===== src/rtl/muldiv_pkg.sv =====
// rtl/muldiv_pkg.sv - shared types and widths for the multiply/divide sequencer
package muldiv_pkg;

  localparam int MULDIV_WIDTH = 32;

  typedef enum logic [1:0] {
    MD_MULT  = 2'd0,
    MD_MULTU = 2'd1,
    MD_DIV   = 2'd2,
    MD_DIVU  = 2'd3
  } muldiv_op_t;

  typedef enum logic [1:0] {
    IDLE,
    CALC,
    FIXUP,
    DONE
  } muldiv_state_t;

endpackage


===== src/rtl/muldiv_sequencer.sv =====
// rtl/muldiv_sequencer.sv - iterative HI/LO multiply/divide unit (optional MULDIV_EARLY_OUT_EN)
module muldiv_sequencer
  import muldiv_pkg::*;
#(
  parameter int WIDTH = MULDIV_WIDTH
) (
  input  logic             clk,
  input  logic             rst_n,
  input  logic             req_valid,
  output logic             req_ready,
  input  muldiv_op_t       req_op,
  input  logic [WIDTH-1:0] req_a,
  input  logic [WIDTH-1:0] req_b,
  input  logic             abort,
  output logic             busy,
  output logic             done,
  output logic             div_zero,
  output logic [WIDTH-1:0] hi,
  output logic [WIDTH-1:0] lo
);

  localparam int CW = $clog2(WIDTH) + 1;

  muldiv_state_t      state, state_nxt;
  logic [CW-1:0]      cnt;
  logic [2*WIDTH-1:0] p;        // {acc, multiplier} or {remainder, quotient}
  logic [WIDTH-1:0]   opnd;     // multiplicand or divisor magnitude
  logic               is_div;
  logic               neg_lo;   // negate product / quotient
  logic               neg_hi;   // negate remainder

  logic               accept, op_div, op_sgn, a_neg, b_neg, zero_div, early;
  logic [WIDTH-1:0]   a_mag, b_mag;
  logic [WIDTH:0]     add_sum;
  logic [WIDTH:0]     shl;
  logic [WIDTH+1:0]   sub_diff;
  logic [2*WIDTH-1:0] p_step, mag;
  logic [WIDTH-1:0]   res_hi, res_lo;

  assign req_ready = (state == IDLE) && !abort;
  assign busy      = (state != IDLE);
  assign done      = (state == DONE);
  assign accept    = req_valid && req_ready;

  assign op_div   = (req_op == MD_DIV) || (req_op == MD_DIVU);
  assign op_sgn   = (req_op == MD_MULT) || (req_op == MD_DIV);
  assign a_neg    = op_sgn && req_a[WIDTH-1];
  assign b_neg    = op_sgn && req_b[WIDTH-1];
  assign a_mag    = a_neg ? -req_a : req_a;
  assign b_mag    = b_neg ? -req_b : req_b;
  assign zero_div = op_div && (req_b == '0);

`ifdef MULDIV_EARLY_OUT_EN
  logic [WIDTH-1:0] mrem;  // multiplier bits not yet consumed

  // Shadow copy of the multiplier so the exit test needs no masking of p
  always_ff @(posedge clk or negedge rst_n) begin
    if (!rst_n)              mrem <= '0;
    else if (accept)         mrem <= b_mag;
    else if (state == CALC)  mrem <= mrem >> 1;
  end

  assign early = !is_div && (mrem[WIDTH-1:1] == '0);
  // A short multiply leaves the product high by the skipped iterations
  assign mag   = p >> (CW'(WIDTH) - cnt);
`else
  assign early = 1'b0;
  assign mag   = p;
`endif

  // One shift-add or restoring-subtract step on the 2W working register
  always_comb begin
    add_sum  = {1'b0, p[2*WIDTH-1:WIDTH]} + {1'b0, (p[0] ? opnd : {WIDTH{1'b0}})};
    shl      = p[2*WIDTH-1:WIDTH-1];
    sub_diff = {1'b0, shl} - {2'b00, opnd};
    if (is_div)
      p_step = {(sub_diff[WIDTH+1] ? shl[WIDTH-1:0] : sub_diff[WIDTH-1:0]),
                p[WIDTH-2:0], ~sub_diff[WIDTH+1]};
    else
      p_step = {add_sum, p[WIDTH-1:1]};
  end

  // Sign fixup of the magnitude result
  always_comb begin
    res_hi = mag[2*WIDTH-1:WIDTH];
    res_lo = mag[WIDTH-1:0];
    if (is_div) begin
      if (neg_lo) res_lo = -mag[WIDTH-1:0];
      if (neg_hi) res_hi = -mag[2*WIDTH-1:WIDTH];
    end else if (neg_lo) begin
      {res_hi, res_lo} = -mag;
    end
  end

  // Next-state logic; abort always returns to IDLE without a done pulse
  always_comb begin
    state_nxt = state;
    case (state)
      IDLE:    if (accept) state_nxt = zero_div ? DONE : CALC;
      CALC:    if (abort) state_nxt = IDLE;
               else if (cnt == CW'(WIDTH - 1) || early) state_nxt = FIXUP;
      FIXUP:   state_nxt = abort ? IDLE : DONE;
      DONE:    state_nxt = IDLE;
      default: state_nxt = IDLE;
    endcase
  end

  // State register
  always_ff @(posedge clk or negedge rst_n) begin
    if (!rst_n) state <= IDLE;
    else        state <= state_nxt;
  end

  // Operand latch and per-cycle iteration
  always_ff @(posedge clk or negedge rst_n) begin
    if (!rst_n) begin
      cnt    <= '0;
      p      <= '0;
      opnd   <= '0;
      is_div <= 1'b0;
      neg_lo <= 1'b0;
      neg_hi <= 1'b0;
    end else if (accept) begin
      cnt    <= '0;
      p      <= {{WIDTH{1'b0}}, (op_div ? a_mag : b_mag)};
      opnd   <= op_div ? b_mag : a_mag;
      is_div <= op_div;
      neg_lo <= a_neg ^ b_neg;
      neg_hi <= op_div ? a_neg : (a_neg ^ b_neg);
    end else if (state == CALC) begin
      cnt <= cnt + 1'b1;
      p   <= p_step;
    end
  end

  // HI/LO only change when entering DONE
  always_ff @(posedge clk or negedge rst_n) begin
    if (!rst_n) begin
      hi       <= '0;
      lo       <= '0;
      div_zero <= 1'b0;
    end else if (accept && zero_div) begin
      hi       <= req_a;
      lo       <= {WIDTH{1'b1}};
      div_zero <= 1'b1;
    end else if (state == FIXUP && !abort) begin
      hi       <= res_hi;
      lo       <= res_lo;
      div_zero <= 1'b0;
    end
  end

endmodule


===== config.mk =====
export PLATFORM = sky130hd
export DESIGN_NAME = muldiv_sequencer
export DESIGN_NICKNAME = d
export VERILOG_FILES = /design/src/rtl/muldiv_pkg.sv /design/src/rtl/muldiv_sequencer.sv
export SDC_FILE = /design/constraint.sdc
export NUM_CORES = 1
export LEC_CHECK = 0
export ABC_AREA = 1
export CAP_MARGIN = 30
export CORE_MARGIN = 1
export CORE_UTILIZATION = 35
export CTS_CLUSTER_DIAMETER = 60
export DETAILED_ROUTE_END_ITERATION = 6
export MAX_ROUTING_LAYER = met4
export SLEW_MARGIN = 20
export SYNTH_ARGS = -nofsm -noshare
export SYNTH_HDL_FRONTEND = slang
export SYNTH_SLANG_ARGS = --single-unit

===== constraint.sdc =====
create_clock -name clk -period 2.24 [get_ports clk]
set_input_delay 0.56 -clock clk [delete_from_list [all_inputs] [get_ports clk]]
set_output_delay 0.56 -clock clk [all_outputs]
set_load 0.01 [all_outputs]

[Yosys cells after proc, flatten, opt, wreduce, memory -nomap -nowiden]
Index checks and enable logic that the tools add are counted.
Word-level totals
  flip-flop bits (word level): 172
  input bits: 70
  logic and storage cells: 75
Operators by class
  $add $sub $neg: 8
  equal/unequal tests: 8
  mux-type cells: 30
  bitwise logic cells: 2
  reductions and logical operators: 17
Operators by type and width (number)
  32-bit two-way mux: 16
  64-bit two-way mux: 3
  32-bit negator: 4
  64-bit negator: 1
  33-bit by 32-bit subtractor with 34-bit output: 1
  32-bit by 32-bit adder with 33-bit output: 1
  32-bit logical NOT: 1
  6-bit two-way mux: 2
  2-bit two-way mux: 5
  2-bit equality test, second input constant: 4
  2-bit case mux with 4 select lines: 1
  1-bit logical AND: 7
  6-bit by 1-bit adder with 6-bit output, second input constant: 1
  6-bit by 5-bit equality test with 1-bit output, second input constant: 1
  2-bit nonzero test: 3
  2-bit logical NOT: 2
  1-bit two-way mux: 3
  3-bit != test, second input constant: 1
  2-bit by 1-bit equality test with 1-bit output, second input constant: 1
  1-bit logical OR: 2
  2-bit != test, second input constant: 1
  2-bit AND reduction: 1
  1-bit logical NOT: 1
  1-bit inverter: 1
  1-bit XOR: 1

[Depth between registers and ports, before layout]
  depth after elaboration: 6
  gate-level depth with buffers: 21

[Worst setup path before layout]
OpenSTA, ideal clock, no wires.
  path type: reg2reg
  start: register p[0], in the netlist mag[0]
  end: register p[63], in the netlist mag[63]
  data arrival time: 2.305 ns
  required time: 2.174 ns
  path slack: -0.130 ns
  stages on the path, launching flop included: 19
  path through: dfrtp_1 > buf_6 > clkbuf_1 > nand2_1 > inv_1 > ha_1 > inv_1 > fa_1 > o21bai_1 > a21oi_1 > inv_1 > nand2_1 > nand3_1 > nand2_1 > nand2_1 > nand2_1 > inv_1 > nand2_1 > nand2_1
Between the ends
  word-level cells in the longest chain between the ends: 5
RTL lines
  start: declaration: line muldiv_sequencer.sv:26  | logic [2*WIDTH-1:0] p;
  start signal: assignment: line muldiv_sequencer.sv:125  | p <= {{WIDTH{1'b0}}, (op_div ? a_mag : b_mag)};
  start signal: assignment: line muldiv_sequencer.sv:132  | p <= p_step;
  32-bit two-way mux: line muldiv_sequencer.sv:73  | add_sum = {1'b0, p[2*WIDTH-1:WIDTH]} + {1'b0, (p[0] ? opnd : {WIDTH{1'b0}})};
  32-bit by 32-bit adder with 33-bit output: line muldiv_sequencer.sv:73
  64-bit two-way mux: line muldiv_sequencer.sv:76  | if (is_div)
  64-bit two-way mux: line muldiv_sequencer.sv:130  | end else if (state == CALC) begin
  64-bit two-way mux: line muldiv_sequencer.sv:123  | end else if (accept) begin
Every way passes these cells. The select of a mux whose other input is x is not followed.
A chain may end at the register's enable or synchronous reset.

[Final worst setup path]
  start: register p[0], in the netlist mag[0]
  end: register p[60], in the netlist mag[60]
Same word-level chain as after synthesis.

==> impl_metrics.tcl <==
set metrics [dict create \
    p_per_area_mw_per_mm2 1720 \
    synth_seq_cells 172 \
    hold_viol_final 0 \
    netlist_area_mm2 0.0176 \
    synthArstFlopShare_pct 100 \
    path_buf_inv 5 \
    seq_power_share_pct 13.4 \
    peakVddDrop_v 0.000893 \
    synthTopCellsByCount "nand2_1, inv_1, nor2_1" \
    yosysTopAreaCell "dfrtp_1" \
    startpoint_type "register" \
    cts.path.max_buffers 2 \
    arrival_ns 2.87 \
    h-tree-depth 4 \
    ys_seq_area_share_pct 24.4 \
    slew_headroom_pct 60.6 \
    syn_nets 3075 \
    multi_input_area_mm2 0.0137 \
    clock_sinks 172 \
    drc 1 \
    leakage_uw 0.0143 \
    final_cells 4421 \
    required_ns 2.62 \
    synth_most_common_cell "nand2_1" \
    hold_buffers 0 \
    finalWeightedCongestion 1.09 \
    vias_per_cell 5.34 \
    rr_worst_depth 18 \
    synth_cells 2934 \
    crit_chain "buf_12, buf_16, nand2_4, inv_2, ha_4, nand2_2, inv_4, nand2_4, nor3_2, nand2_1, nand2_2, nand3_1, nand3_1, nand3_1, nand2_1, inv_1, nand2_1, nand2_1" \
    crit_slowest_cell "dfrtp_2" \
    p_int_uw 23600 \
    postLayoutSetupSlackWorst_ns -0.255 \
    max_freq_ghz 0.401 \
    synth_warnings 0 \
    drv_cap 0 \
    yosys.area.top_type_share_pct 24.4 \
    cts_tree "done" \
    path_clk_slew_ns 0.08 \
    critPathMaxFanout 8 \
    cts_root_buffer "clkbuf_16" \
    regArea_mm2 0.00435 \
    rsz0062_at_grt "true" \
    setup_viol 41 \
    hold_class "in2async" \
    switchingPower_uw 25700 \
    synth.distinct_cells 62 \
    grt_max_degree 67 \
    cpPeakStageDelay_ns 0.47 \
    ys.flop_type "dfrtp_1" \
    dp_hpwl_mm 76.8 \
    rows 81 \
    clock_power_share_pct 6.8 \
    synthTopCellsByArea "dfrtp_1, nand2_1, inv_1, nand3_1, nor2_1" \
    nets 3885 \
    die-area_mm2 0.0513 \
    start_util_pct 35.8 \
    clock_skew_ns 0.0169 \
    track_usage_pct 38.0 \
    fill_cells 4875 \
    tightest_slew_ns 0.584 \
    antenna_left 0 \
    drtPass1Iterations 7 \
    wl_per_cell_um 21.9 \
    antenna_found_initial 0 \
    cts_made_buffers 17 \
    n_antenna_cell 0 \
    path_depth 18 \
    die_w_um 226 \
    dp_cells 4313 \
    drive_gt1_share_pct 35.9 \
    area_growth_pct 62.8 \
    core-area_mm2 0.0493 \
    path_common_cell "nand2_1" \
    end_kind "register" \
    post-route-min-period_ns 2.49 \
    grt_pass1_wl_mm 139 \
    min_period_over_period_pct 111 \
    io_buffers 137 \
    critPathTopFamily "simple AND/OR/NAND/NOR gates" \
    swShare_pct 52.1 \
    fp.dieH_um 226 \
    outcome "finished with violations" \
    dp_worst_setup_slack_ns -0.574 \
    via_count 23611 \
    wirelength_mm 96.8 \
    dr.first_iter.drc_count 2426 \
    io_pins 138 \
    p_comb_share_pct 79.8 \
    finalMaxSlewViolations 0 \
    syn_area_per_cell_um2 6.01 \
    grt_pass1_vias 22232 \
    path_class "reg2reg" \
    synth-edff-count 0 \
    insertion_delay_ns 0.49 \
    violations "DRC, setup timing" \
    grt-ovfl-total 0 \
    fin_hold_ws_ns 0.0205 \
]
routing by layer:
layer	up-vias	GRT usage [%]	routed length, um
met3	207	7.30	8950
met5	-	-	0
li1	10987	-	-
met2	1169	57.1	42300
met4	0	15.7	4980
met1	11248	49.7	40600
per-stage QoR:
stage               utilization [%]  total power (uW)  TNS [ns]  cell area (um^2)
global route                   58.2             52300     -9.48             28700
floorplan                         -             22200         0             17600
CTS                            54.3             45100     -3.30             26700
finish                         58.2             49200     -5.16             28700
global placement               49.9             37800    -59.90             24600
detailed placement             49.9             38100    -63.57             24600
final timing paths:
check / to / slack [ns] / start
worst min-delay path: lo[12] / 0.02 / rst_n
min in group clk: cnt[0] / 0.49 / cnt[0]
max in group asynchronous: mag[32] / 1.54 / rst_n
worst max register to register: mag[60] / -0.25 / mag[0]
worst min register to register: cnt[0] / 0.49 / cnt[0]
worst max-delay path: mag[60] / -0.25 / mag[0]
logic make-up (layout without fill, tap and decap cells):
logic type | count (synthesis) | in the layout | share of synthesized area, %
DFF | 172 | 172 | 24.4
muxes | 1 | 1 | 0.0568
adders and majority gates | 71 | 71 | 5.13
AOI/OAI and AO/OA | 419 | 419 | 14.1
xor gates and xnor gates | 99 | 99 | 4.92
buffers and inverters | 533 | 1354 | 12.1
and+or+nand+nor | 1639 | 1641 | 39.3
power by group through the flow:
stage | combinational [uW] | sequential [uW] | clock, uW
global placement | 31400 | 6400 | 0
finish | 39300 | 6580 | 3360
detailed placement | 31700 | 6430 | 0
CTS | 35300 | 6420 | 3360
global route | 42200 | 6640 | 3480
floorplan | 16100 | 6050 | 0
cell usage in the layout, fill, tap and decap left out, drive strengths merged, types with 2 or more instances in the layout:
cell and instances:
nand2 955, buf 741, inv 449, nor2 336, nand3 248, dfrtp 172, o21ai 158, a21oi 143
clkdlybuf4s50 122, xor2 84, ha 69, nand4 35, o211ai 33, nor3 33, a22oi 31, clkbuf 20
nand3b 16, xnor2 15, o21bai 14, dlymetal6s2s 11, o221ai 10, a31oi 10, nor4 6, or2 6
o22ai 5, and2 5, clkinv 4, a21o 3, bufinv 3, dlygate4sd2 3, o31ai 3, o2111ai 2
fa 2
state kept, by name, indices dropped and copies added, names as in the netlist:
register,flops
lo,32
state,2
neg_lo,1
is_div,1
neg_hi,1
hi,32
mag,64
div_zero,1
cnt,6
opnd,32
repair_timing:
item                       4_1_cts  5_1_grt
pin swaps                       45      121
gates resized for setup        308      414
cloned                           4        1
hold endpoints to repair         0        0
setup endpoints to repair       79      133
buffers inserted                34       40
layout make-up:
cell class | count | share of cell area [%]
clock buffers | 19 | 1.54
clock inverters | 13 | 0.619
inverters | 444 | 5.95
multi-input cells | 2231 | 47.8
flip-flops and latches | 172 | 15.2
well taps | 664 | 2.90
repair buffers | 878 | 26.0
Note: power is estimated with default switching activity, not from simulation.
